===== src/rtl/rr_switch_mux.sv =====
// Round-robin NoC output-port switch with wormhole packet locking,
// a valid/ready handshake and one registered output stage.
module rr_switch_mux #(
  parameter int NUM_PORTS = 5,
  parameter int DATA_W    = 4,
  parameter int SEL_W     = (NUM_PORTS > 1) ? $clog2(NUM_PORTS) : 1
) (
  input  logic                        clk_i,
  input  logic                        rst_i,
  input  logic [NUM_PORTS-1:0]        req_valid_i,
  input  logic [NUM_PORTS-1:0]        req_tail_i,
  input  logic [NUM_PORTS*DATA_W-1:0] data_i,
  output logic [NUM_PORTS-1:0]        req_ready_o,
  output logic [DATA_W-1:0]           data_o,
  output logic                        valid_o,
  output logic                        tail_o,
  output logic [SEL_W-1:0]            sel_o,
  input  logic                        ready_i,
  output logic                        locked_o
);

  logic              valid_q, valid_d;
  logic              tail_q, tail_d;
  logic              locked_q, locked_d;
  logic [DATA_W-1:0] data_q, data_d;
  logic [SEL_W-1:0]  sel_q, sel_d;
  logic [SEL_W-1:0]  ptr_q, ptr_d;
  logic [SEL_W-1:0]  lock_port_q, lock_port_d;

  logic              load_en;
  logic              grant_vld;
  logic [SEL_W-1:0]  grant_idx;
  logic              accept;

  assign load_en = !valid_q || ready_i;
  assign accept  = load_en && grant_vld;

  // Reverse scan so the port closest to ptr is the last writer and wins.
  always_comb begin
    int idx;
    idx       = 0;
    grant_vld = 1'b0;
    grant_idx = '0;
    if (locked_q) begin
      grant_vld = req_valid_i[lock_port_q];
      grant_idx = lock_port_q;
    end else begin
      for (int i = NUM_PORTS - 1; i >= 0; i--) begin
        idx = int'(ptr_q) + i;
        if (idx >= NUM_PORTS) idx = idx - NUM_PORTS;
        if (req_valid_i[SEL_W'(idx)]) begin
          grant_vld = 1'b1;
          grant_idx = SEL_W'(idx);
        end
      end
    end
  end

  always_comb begin
    req_ready_o = '0;
    for (int g = 0; g < NUM_PORTS; g++) begin
      if (accept && !rst_i && grant_idx == SEL_W'(g))
        req_ready_o[g] = 1'b1;
    end
  end

  always_comb begin
    valid_d     = valid_q;
    data_d      = data_q;
    tail_d      = tail_q;
    sel_d       = sel_q;
    locked_d    = locked_q;
    ptr_d       = ptr_q;
    lock_port_d = lock_port_q;
    if (load_en) valid_d = accept;
    if (accept) begin
      data_d = data_i[int'(grant_idx)*DATA_W +: DATA_W];
      tail_d = req_tail_i[grant_idx];
      sel_d  = grant_idx;
      if (req_tail_i[grant_idx]) begin
        locked_d = 1'b0;
        if (grant_idx == SEL_W'(NUM_PORTS - 1)) ptr_d = '0;
        else ptr_d = grant_idx + SEL_W'(1);
      end else begin
        locked_d    = 1'b1;
        lock_port_d = grant_idx;
      end
    end
  end

  always_ff @(posedge clk_i or posedge rst_i) begin
    if (rst_i) begin
      valid_q     <= 1'b0;
      data_q      <= '0;
      tail_q      <= 1'b0;
      sel_q       <= '0;
      locked_q    <= 1'b0;
      ptr_q       <= '0;
      lock_port_q <= '0;
    end else begin
      valid_q     <= valid_d;
      data_q      <= data_d;
      tail_q      <= tail_d;
      sel_q       <= sel_d;
      locked_q    <= locked_d;
      ptr_q       <= ptr_d;
      lock_port_q <= lock_port_d;
    end
  end

  assign valid_o  = valid_q;
  assign data_o   = data_q;
  assign tail_o   = tail_q;
  assign sel_o    = sel_q;
  assign locked_o = locked_q;

endmodule


===== config.mk =====
export PLATFORM = sky130hd
export DESIGN_NAME = rr_switch_mux
export DESIGN_NICKNAME = d
export VERILOG_FILES = /design/src/rtl/rr_switch_mux.sv
export SDC_FILE = /design/constraint.sdc
export NUM_CORES = 1
export LEC_CHECK = 0
export CORE_UTILIZATION = 40
export CTS_BUF_LIST = sky130_fd_sc_hd__clkbuf_2 sky130_fd_sc_hd__clkbuf_4 sky130_fd_sc_hd__clkbuf_8
export DETAILED_ROUTE_END_ITERATION = 8
export PLACE_DENSITY = 0.73
export SLEW_MARGIN = 20
export SYNTH_ARGS = -nofsm -noshare
export SYNTH_HDL_FRONTEND = slang
export SYNTH_SLANG_ARGS = --single-unit

===== constraint.sdc =====
create_clock -name clk_i -period 3.84 [get_ports clk_i]
set_clock_uncertainty 0.05 [all_clocks]
set_input_delay 0.384 -clock clk_i [delete_from_list [all_inputs] [get_ports clk_i]]
set_output_delay 0.384 -clock clk_i [all_outputs]
set_load 0.005 [all_outputs]

==> metrics.md, run 1 <==
| Metric | Value |
|---|---|
| CTS tree | done |
| Hold Crit Start | sel_o[2]$_DFFE_PP0P_ |
| Post-Syn Area | between 2000 and 2500 um2 |
| WL final | about 10000 um |
| Met3 WL post-DR | around 610 um |
| Req. time, crit path | 3.94 ns |
| Row cnt | 27 |
| Setup TNS | -0.136 ns |
| RePlAce Congestion | between 0.9 and 1 |
| Number of enable flip-flop cells after synthesis | 0 |
| Boundary pin count | 48 |
| Final Worst Setup Slack | -0.0466 ns |
| Endpoints failing hold | 0 |
| Starting Density | between 40 and 50% |
| Hold EP | sel_o[2]$_DFFE_PP0P_ |
| Die W | between 70 and 80 um |
| Synth warn | 0 |
| Core area | around 5600 um2 |
| Min-Delay Path Class | reg2reg |
| Status | finished, violations left |
| Initial antenna violation count | 0 |
| Crit. End Element | flop |
| Layout Nets | 490 |
| Mean post-synth cell area | a little over 8 um2 |
| Gr ovfl total | 0 |
| RSZ-0062 raised after global routing | yes |
| Max layer used | met4 |
| Cts bufs inserted | 3 |
| Final Slew Violations | 0 |
| Crit start category | flop |
| TritonRoute pass-1 iters | 5 |
| FF-to-FF path depth | 18 |
| Crit share post-route | 101% |
| GRT Resource Usage Total | 29.1% |
| Met1 Routed Length | slightly below 4000 um |
| CTS root buffer | clkbuf_8 |
| Fmax | approximately 260 MHz |
| Die ar. | 6250 um2 |
| Die Span Y | around 79 um |
| Largest net degree at the start of global routing | 22 |
| Clock transition at path regs | 0.07 ns |
| Top FF cell, synth | dfrtp_1 |
| Detailed-route via count | 3089 |
| Hold Crit Depth | 1 |
| Vias in the first global route | 2999 |
| Worst-Margin Slew | roughly 0.50 ns |
| Hold-fix buffer count after cts | 0 |
| H-tree depth | 1 |
| R2R Path End | lock_port_q[1]$_DFFE_PP0P_ |
| First-pass GRT wire length | 14200 um |
| Async set-reset flop share out of synthesis | 100% |
| Residual DRC count | 0 |
| Clock Sinks | 16 |
| WL per Instance | 19.4 um |
| Initial detailed-routing violation count | ~240 |
| Failing checks | negative setup slack |
| CP Class | reg2reg |
| Worst-Skew Late Latency | approximately 0.26 ns |
| Final core occ | between 70% and 80% |
| IO Port Bufs | 47 |
| Reg2Reg Setup Slack | -0.05 ns |
| Number of synthesized register bits | 16 |
| Tmin final | a little under 4 ns |
| HPWL after DPL | 6300 um |
| Antenna Cells | 0 |
| Maxcap violations | 0 |
| Layout Area Growth over Synthesis | 80.7% |
| Syn Inst Count | between 200 and 300 |
| Cell variety after synth | 75 |
| Critical Path AT | 3.99 ns |
| Final ANT Viol Nets | 0 |
| Register area share after synthesis | approximately 17% |
| Bufs on Longest Clock Path | 2 |
| Slew headroom | 67.0% |
| Final Setup Violations | 4 |
| Vias/cell | ~6.0 |
| Max FO, Critical Path | 6 |
| Reg-to-reg startpoint | ptr_q[1]$_DFFE_PP0P_ |
| Metal2 WL | approximately 5100 um |
| Syn_nets | 339 |
| Share of cells above drive strength 1 | around half |
## cell usage in the layout (no fill, tap or decap), types with 5 or more instances in the layout
cell	netlist	routed
o21a_1	6	6
buf_6	2	14
a21oi_1	15	11
o21ai_2	1	5
o21ai_0	17	12
inv_1	18	14
clkdlybuf4s50_1	0	42
dfrtp_1	16	13
nand2_1	31	29
and3_1	8	7
mux2_2	8	8
nor2_1	17	15
buf_4	0	102
nand2b_1	10	7
ha_4	0	10
mux2i_1	17	13
## routing by layer
layer  track usage, %  vias to the layer above
met5                0                        -
met1             32.8                     1480
met4             16.0                        0
met2             52.2                      166
li1                 -                     1402
met3             4.37                       41
## stage by stage
step	hold slack, ns	worst slack [ns]	cells	instance area, um2
final	0.445	-0.0466	513	4290
after global routing	0.460	-0.194	513	4290
after CTS	0.447	-0.0480	502	3920
after detailed placement	0.431	-0.297	477	3480
after global placement	0.432	-0.262	477	3480
after floorplan	0.253	0.0206	291	2380
## registers in the layout, summed over array words and instances, names as in the netlist
name and flops:
locked_o 1, tail_o 1, lock_port_q 3, ptr_q 3, valid_o 1, data_o 4
sel_o 3
## critical path: stages (launching register included)
cell      delay, ns
dfrtp_2        0.44
inv_2          0.08
buf_6          0.15
ha_4           0.18
a21o_4         0.24
buf_4          0.14
a21bo_4        0.23
nand3_4        0.08
buf_4          0.11
nor2_1         0.03
a221o_1        0.27
o211ai_1       0.24
a41o_1         0.27
buf_4          0.13
buf_6          0.10
mux2i_4        0.23
nor2_2         0.06
or4_1          0.51
a32o_1         0.22
## area by class of cell
type / count / area (um2)
well taps: 72 / 90.1
repair buffers: 162 / 1360
clock buffers: 4 / 55.1
fillers: 374 / 1320
flip-flops and latches: 16 / 404
inverters: 20 / 82.6
multi-input cells: 239 / 2290
## synth_stat cells, drive strengths merged (8+ instances only)
library cell | n | share of area (%)
nand2 | 32 | 5.2
inv | 20 | 3.2
o21ai | 20 | 4.4
mux2i | 17 | 7.2
nor2 | 17 | 2.7
a21oi | 16 | 3.5
dfrtp | 16 | 17
ha | 14 | 7.4
buf | 11 | 2.8
mux2 | 11 | 5.4
nand2b | 10 | 2.6
and3 | 8 | 2.1
## worst max-delay path by stage
| stage | startpoint | to | cells past startpoint |
|---|---|---|---|
| floorplan | ptr_q[0]$_DFFE_PP0P_ | lock_port_q[0]$_DFFE_PP0P_ | 16 |
| finish | ptr_q[1]$_DFFE_PP0P_ | lock_port_q[1]$_DFFE_PP0P_ | 18 |
| global route | ptr_q[1]$_DFFE_PP0P_ | lock_port_q[0]$_DFFE_PP0P_ | 16 |
| detailed placement | ptr_q[0]$_DFFE_PP0P_ | req_ready_o[4] | 16 |
| global placement | ptr_q[0]$_DFFE_PP0P_ | req_ready_o[4] | 16 |
| CTS | ptr_q[0]$_DFFE_PP0P_ | lock_port_q[0]$_DFFE_PP0P_ | 16 |
## kinds of logic (layout without fill, tap and decap cells)
| logic type | after synthesis | count (layout) | synth area share, % |
|---|---|---|---|
| adder cells (fa/ha/maj) | 15 | 15 | 8.22 |
| buffers and inverters | 36 | 186 | 6.80 |
| AO/OA/AOI/OAI | 98 | 98 | 33.5 |
| multiplexers | 29 | 29 | 13.5 |
| XOR/XNOR | 3 | 3 | 1.11 |
| AND/OR/NAND/NOR | 94 | 94 | 20.1 |
| flip-flops | 16 | 16 | 16.9 |
## what timing repair did
action | 4_1_cts | 5_1_grt
setup buffers | 22 | 11
pin swaps | 21 | 25
gates cloned | 0 | 0
endpoints found under the setup margin | 13 | 17
gates resized for setup | 80 | 53
Power of run 1 is left out: the tool's default activity adds up to more than one toggle a clock period on the data nets, which glitch-free logic cannot reach.
==> inputs of run 2 (changes only) <==
--- a/config.mk
+++ b/config.mk
@@ -8,7 +8,7 @@
 export CORE_UTILIZATION = 40
 export CTS_BUF_LIST = sky130_fd_sc_hd__clkbuf_2 sky130_fd_sc_hd__clkbuf_4 sky130_fd_sc_hd__clkbuf_8
 export DETAILED_ROUTE_END_ITERATION = 8
-export PLACE_DENSITY = 0.73
+export PLACE_DENSITY = 0.71
 export SLEW_MARGIN = 20
 export SYNTH_ARGS = -nofsm -noshare
 export SYNTH_HDL_FRONTEND = slang
==> constraint.sdc (replaced) <==
create_clock -name clk_i -period 4.4 [get_ports clk_i]
set_clock_uncertainty 0.05 [all_clocks]
set_input_delay 0.44 -clock clk_i [delete_from_list [all_inputs] [get_ports clk_i]]
set_output_delay 0.44 -clock clk_i [all_outputs]
set_load 0.005 [all_outputs]
==> run 2 against run 1 <==
Compared with the run above: the flow now finishes without violations; via count fell by 16%; register-to-register slack gained 0.21 ns; maximum frequency fell by 8.3%; non-clock buffer count down 70; die area unchanged; worst setup slack gained 0.21 ns; critical path depth decreased by 1; hold slack worse by 0.0039 ns; wire length is 21% lower; critical path type unchanged.
==> metrics.md, run 2 (synthesis gave the netlist of run 1 again) <==
| Metric | Value |
|---|---|
| Clock transition at path regs | approximately 0.07 ns |
| Hold WS | approximately 0.44 ns |
| Slew headroom | about 55% |
| Maxcap violations | 0 |
| Status | completed |
| Bufs on Longest Clock Path | 2 |
| Die W | 79.1 um |
| Antenna Cells | 0 |
| Final Setup Violations | 0 |
| Final ANT Viol Nets | 0 |
| Slowest-stage cell, CP | fa_2 |
| Share of cells above drive strength 1 | between 30% and 40% |
| Die ar. | 6250 um2 |
| Residual DRC count | 0 |
| Critical-path cell list | inv_2, ha_2, inv_1, fa_2, a211oi_1, o22ai_1, o31a_1, o21ai_1, a221oi_2, o211ai_4, buf_4, buf_4, buf_4, a221o_1, a21o_1, a211o_1, mux2_4 |
| WL per Instance | ~18 um |
| Buf/Inv on CP | 5 |
| Crit. End Element | flop |
| Req. time, crit path | between 4 and 5 ns |
| Gr ovfl total | 0 |
| Detailed-route via count | between 2k and 3k |
| Crit start category | flop |
| First-pass GRT wire length | 12500 um |
| Boundary pin count | 48 |
| Worst-Margin Slew | 0.681 ns |
| Largest delay share family, worst path | compound AO/OA/AOI/OAI gates |
| Initial antenna violation count | 0 |
| Starting Density | 42.3% |
| Die Span Y | about 79 um |
| GRT Resource Usage Total | 25.6% |
| Cts bufs inserted | 3 |
| Crit share post-route | between 90 and 100% |
| Largest register FFs | 4 |
| Vias in the first global route | between 2k and 3k |
| Vias/cell | between 5 and 6 |
| RSZ-0062 raised after global routing | no |
| Critical Path AT | between 4 and 5 ns |
| Clock Sinks | 16 |
| Fillers | about 480 |
| CTS tree | done |
| Core area | around 5600 um2 |
| HPWL after DPL | 5980 um |
| Layout Area Growth over Synthesis | 44.2% |
| Setup TNS | 0 ns |
| Endpoints failing hold | 0 |
| Final Slew Violations | 0 |
| CP most frequent cell | buf_4 |
| Row cnt | 27 |
| Reg2Reg Setup Slack | between 0.15 and 0.2 ns |
| Fmax | 236 MHz |
| Layout Nets | 420 |
| Commonest cells after routing, fill and taps aside | buf_4, clkdlybuf4s50_1, nand2_1 |
| TritonRoute pass-1 iters | 4 |
| Max FO, Critical Path | 13 |
| CP Class | reg2reg |
| Initial detailed-routing violation count | ~170 |
| Tmin final | roughly 4.2 ns |
| IO Port Bufs | 47 |
| Min-Delay Path Class | reg2reg |
| Most common cell after layout, fill and taps aside | buf_4 |
| CTS root buffer | clkbuf_8 |
| RePlAce Congestion | slightly above 0.9 |
| Crit path largest cell delay | between 0.5 and 0.6 ns |
| Largest net degree at the start of global routing | 18 |
| Worst-Skew Late Latency | 0.25 ns |
| H-tree depth | 1 |
| WL final | approximately 7900 um |
run 2: cell count changes in the layout (fill, tap and decap cells not counted), sizes merged:
| cell | previous run | this run |
|---|---|---|
| buf | 120 | 45 |
| dlymetal6s2s | 0 | 4 |
| clkdlybuf4s50 | 42 | 43 |
| clkinv | 1 | 0 |
| inv | 19 | 20 |
run 2: worst paths after layout:
kind                                                   end  cells after the start                 start
worst max-delay path            lock_port_q[0]$_DFFE_PP0P_                     17  ptr_q[0]$_DFFE_PP0P_
worst min-delay path                  sel_o[1]$_DFFE_PP0P_                      2  sel_o[1]$_DFFE_PP0P_
worst max register to register  lock_port_q[0]$_DFFE_PP0P_                     17  ptr_q[0]$_DFFE_PP0P_
worst min register to register        sel_o[1]$_DFFE_PP0P_                      2  sel_o[1]$_DFFE_PP0P_
max in group asynchronous             ptr_q[1]$_DFFE_PP0P_                      2                 rst_i
min in group asynchronous            data_o[2]$_DFFE_PP0P_                      2                 rst_i
run 2: layout make-up:
class	instances	area (um2)	area share (%)
multi-input combinational	239	1980	57.8
timing repair buffer	92	818	23.9
sequential	16	404	11.8
tap	72	90.1	2.63
inverter	20	77.6	2.27
clock buffer	4	55.1	1.61
run 2: worst register-to-register path: cells and delay by family (launching register included):
family	cells	cell delay, ns
AO/OA/AOI/OAI	9	2.00
adder cells (fa/ha/maj)	2	0.73
buffers and inverters	5	0.60
flip-flops	1	0.45
multiplexers	1	0.31
run 2: through the flow:
step,setup slack (ns),std cells,instance area (um2),utilization (%)
after floorplan,0.548,291,2370,-
after global placement,0.0753,425,3080,55.0
after detailed placement,0.0845,425,3080,55.0
after CTS,0.0136,435,3230,57.7
after global routing,0.0246,443,3420,61.0
final,0.162,443,3420,61.0
run 2: repair_timing:
action,in CTS,in global routing
endpoints found under the setup margin,5,5
endpoints found under the hold margin,0,0
hold buffers,0,0
buffers inserted,6,8
pin swaps,1,12
resized for setup,12,38
run 2: metal layers:
metal	share of wire, %	GRT usage (%)	wire (um)	vias up
li1	-	-	-	1265
met1	44	34.2	3510	1258
met2	50	43.8	3950	65
met3	4.3	2.53	342	10
met4	1.2	6.91	92	0
met5	0	0	0	-
Power of run 2 is left out for the same reason.
==> variant (config.mk and constraints of run 2) <==
Take the reset off `data_q` and load it in a clocked block of its own.
--- a/src/rtl/rr_switch_mux.sv
+++ b/src/rtl/rr_switch_mux.sv
@@ -91,7 +91,6 @@
   always_ff @(posedge clk_i or posedge rst_i) begin
     if (rst_i) begin
       valid_q     <= 1'b0;
-      data_q      <= '0;
       tail_q      <= 1'b0;
       sel_q       <= '0;
       locked_q    <= 1'b0;
@@ -99,13 +98,16 @@
       lock_port_q <= '0;
     end else begin
       valid_q     <= valid_d;
-      data_q      <= data_d;
       tail_q      <= tail_d;
       sel_q       <= sel_d;
       locked_q    <= locked_d;
       ptr_q       <= ptr_d;
       lock_port_q <= lock_port_d;
     end
+  end
+
+  always_ff @(posedge clk_i) begin
+    data_q <= data_d;
   end
 
   assign valid_o  = valid_q;
Formal check against the unedited RTL: not equivalent (Yosys sat finds a counterexample within 4 cycles, from zero or initial values and one cycle with rst_i high).
==> variant against run 2 <==
Die area down 2.6%; via count down 6.6%; worst setup slack got worse by 120 ps; final area fell by 8.4%; non-clock buffer count fell by 14; sequential share of layout area up 1.6 points; fmax down 2.7%; core utilization decreased by 4.4 points; sequential cell count did not move; critical path type is now flop to output port; routed wire length decreased by 13%; synthesized area shrank 2.7%.
Power is not shown: default switching activity piles up to over one toggle a cycle in this logic, so the estimate is an artifact.
==> variant: results (changes against run 2) <==
[placed_design]
dp_slack_ps=176  ; +91.6 ps
port-buffer-count=47  ; unchanged
placedCellCount=406  ; -4.5%
place.gp.congestion=0.928  ; +0.53%
post-dp-hpwl_microns=5280  ; -12%
place_area_sq_um=2960  ; -3.9%

[yosys]
synth_warnings=0  ; unchanged
synth_nets=328  ; -3.2%
synth_commonest_cells=nand2_1 (26), nor2_1 (20), ha_1 (14), o21ai_0 (14), a21oi_1 (13)
synth_fa_ha_area_share_pct=8.45  ; +0.23 points
yosysSeqAreaShare_pct=18.2  ; +1.3 points
synthArstFlopShare_pct=75.0  ; -25 points
synth-edff-count=4  ; +4
synth_cell_types=69  ; -8.0%
synth_area_leaders=dfrtp_1 (13%), ha_1 (7.6%), edfxtp_1 (5.2%), mux2_2 (4.4%), nand2_1 (4.2%)
synth-xor-area-share_pct=1.14  ; +0.031 points
synth_ff_type=dfrtp_1
synth_mux_area_share_pct=15.9  ; +2.4 points
synth_compound_area_share_pct=26.6  ; -6.8 points
avgSynthCellArea_sq_um=8.25  ; +1.1%

[sta]
tightest_slew_ps=555  ; -126 ps

[global_route]
grt_usage_pct=23.2  ; -2.4 points
antenna_found_initial=0  ; unchanged
grt_first_pass_wirelength_microns=11200  ; -11%
grt_max_degree=35  ; +17
grt_pass1_vias=2258  ; -11%

[finish]
drive_gt1_share_pct=24.9  ; -6.3 points
n_fill_cell=532  ; +9.9%
nets=394  ; -6.2%
largest_reg_flops=4  ; unchanged

[routing]
via_per_inst=5.82  ; -0.76%
vias=2427  ; -6.6%
drt_iter0_markers=141  ; -19%
avgRoutedWirePerCell_microns=16.5  ; -7.5%

[outcome]
status=finished clean

[clocking]
h-tree-depth=1  ; unchanged
cts-root-buf=clkbuf_8
cts_made_buffers=3  ; unchanged
clock_path_buffers=2  ; unchanged
clock_latency_ps=250  ; about the same

[worst_hold_path]
worstHoldPathType=flop to flop

[setup_path]
cp_max_fo=4  ; -9

[variant: changes by cell type in the layout (fill, tap and decap cells not counted), moves of 5 or more]
cell and change:
nor2b_1 +8, inv_1 -5, buf_4 -15, and3_1 -6
[variant: worst max-delay path, cell delays in order, from the launching register on]
cell	delay, ps
dfrtp_1	410
inv_2	100
ha_2	190
inv_1	60
fa_2	500
o21ba_2	170
or3b_4	400
a21oi_2	130
or2_1	160
a311oi_1	70
o311a_4	340
nor2_4	140
inv_1	70
buf_4	140
ha_1	170
and2_1	130
clkdlybuf4s50_1	440
[variant: path summary, 6_finish.rpt]
| check | from | end | slack (ps) | depth (start not counted) |
|---|---|---|---|---|
| max reg2reg | ptr_q[0] | ptr_q[0] | 520 | 15 |
| max | ptr_q[0] | req_ready_o[2] | 50 | 16 |
| min | sel_o[2] | sel_o[2] | 450 | 2 |
| min in group asynchronous | rst_i | tail_o | 510 | 2 |
| max in group asynchronous | rst_i | ptr_q[2] | 3390 | 2 |
| min reg2reg | sel_o[2] | sel_o[2] | 450 | 2 |
[variant: area by class of cell]
type / count / area [sq um] / share of cell area, %
inverter: 14 / 52.6 / 1.68
sequential: 16 / 422 / 13.4
tap: 72 / 90.1 / 2.87
clock inverter: 1 / 3.75 / 0.120
clock buffer: 3 / 41.3 / 1.32
timing repair buffer: 78 / 714 / 22.8
multi-input combinational: 233 / 1810 / 57.8
[variant: routing by layer]
layer / wire [microns] / track usage (%) / vias up / share of wire (%)
met2: 3140 / 35.1 / 69 / 46
met1: 3260 / 34.1 / 1172 / 47
met3: 329 / 2.56 / 15 / 4.8
li1: - / - / 1171 / -
met4: 148 / 7.96 / 0 / 2.2
met5: 0 / 0 / - / 0
[variant: timing repair]
item,4_1_cts,5_1_grt
gates resized for setup,8,15
setup endpoints to repair,4,5
pin swaps,3,3
buffers inserted,4,3
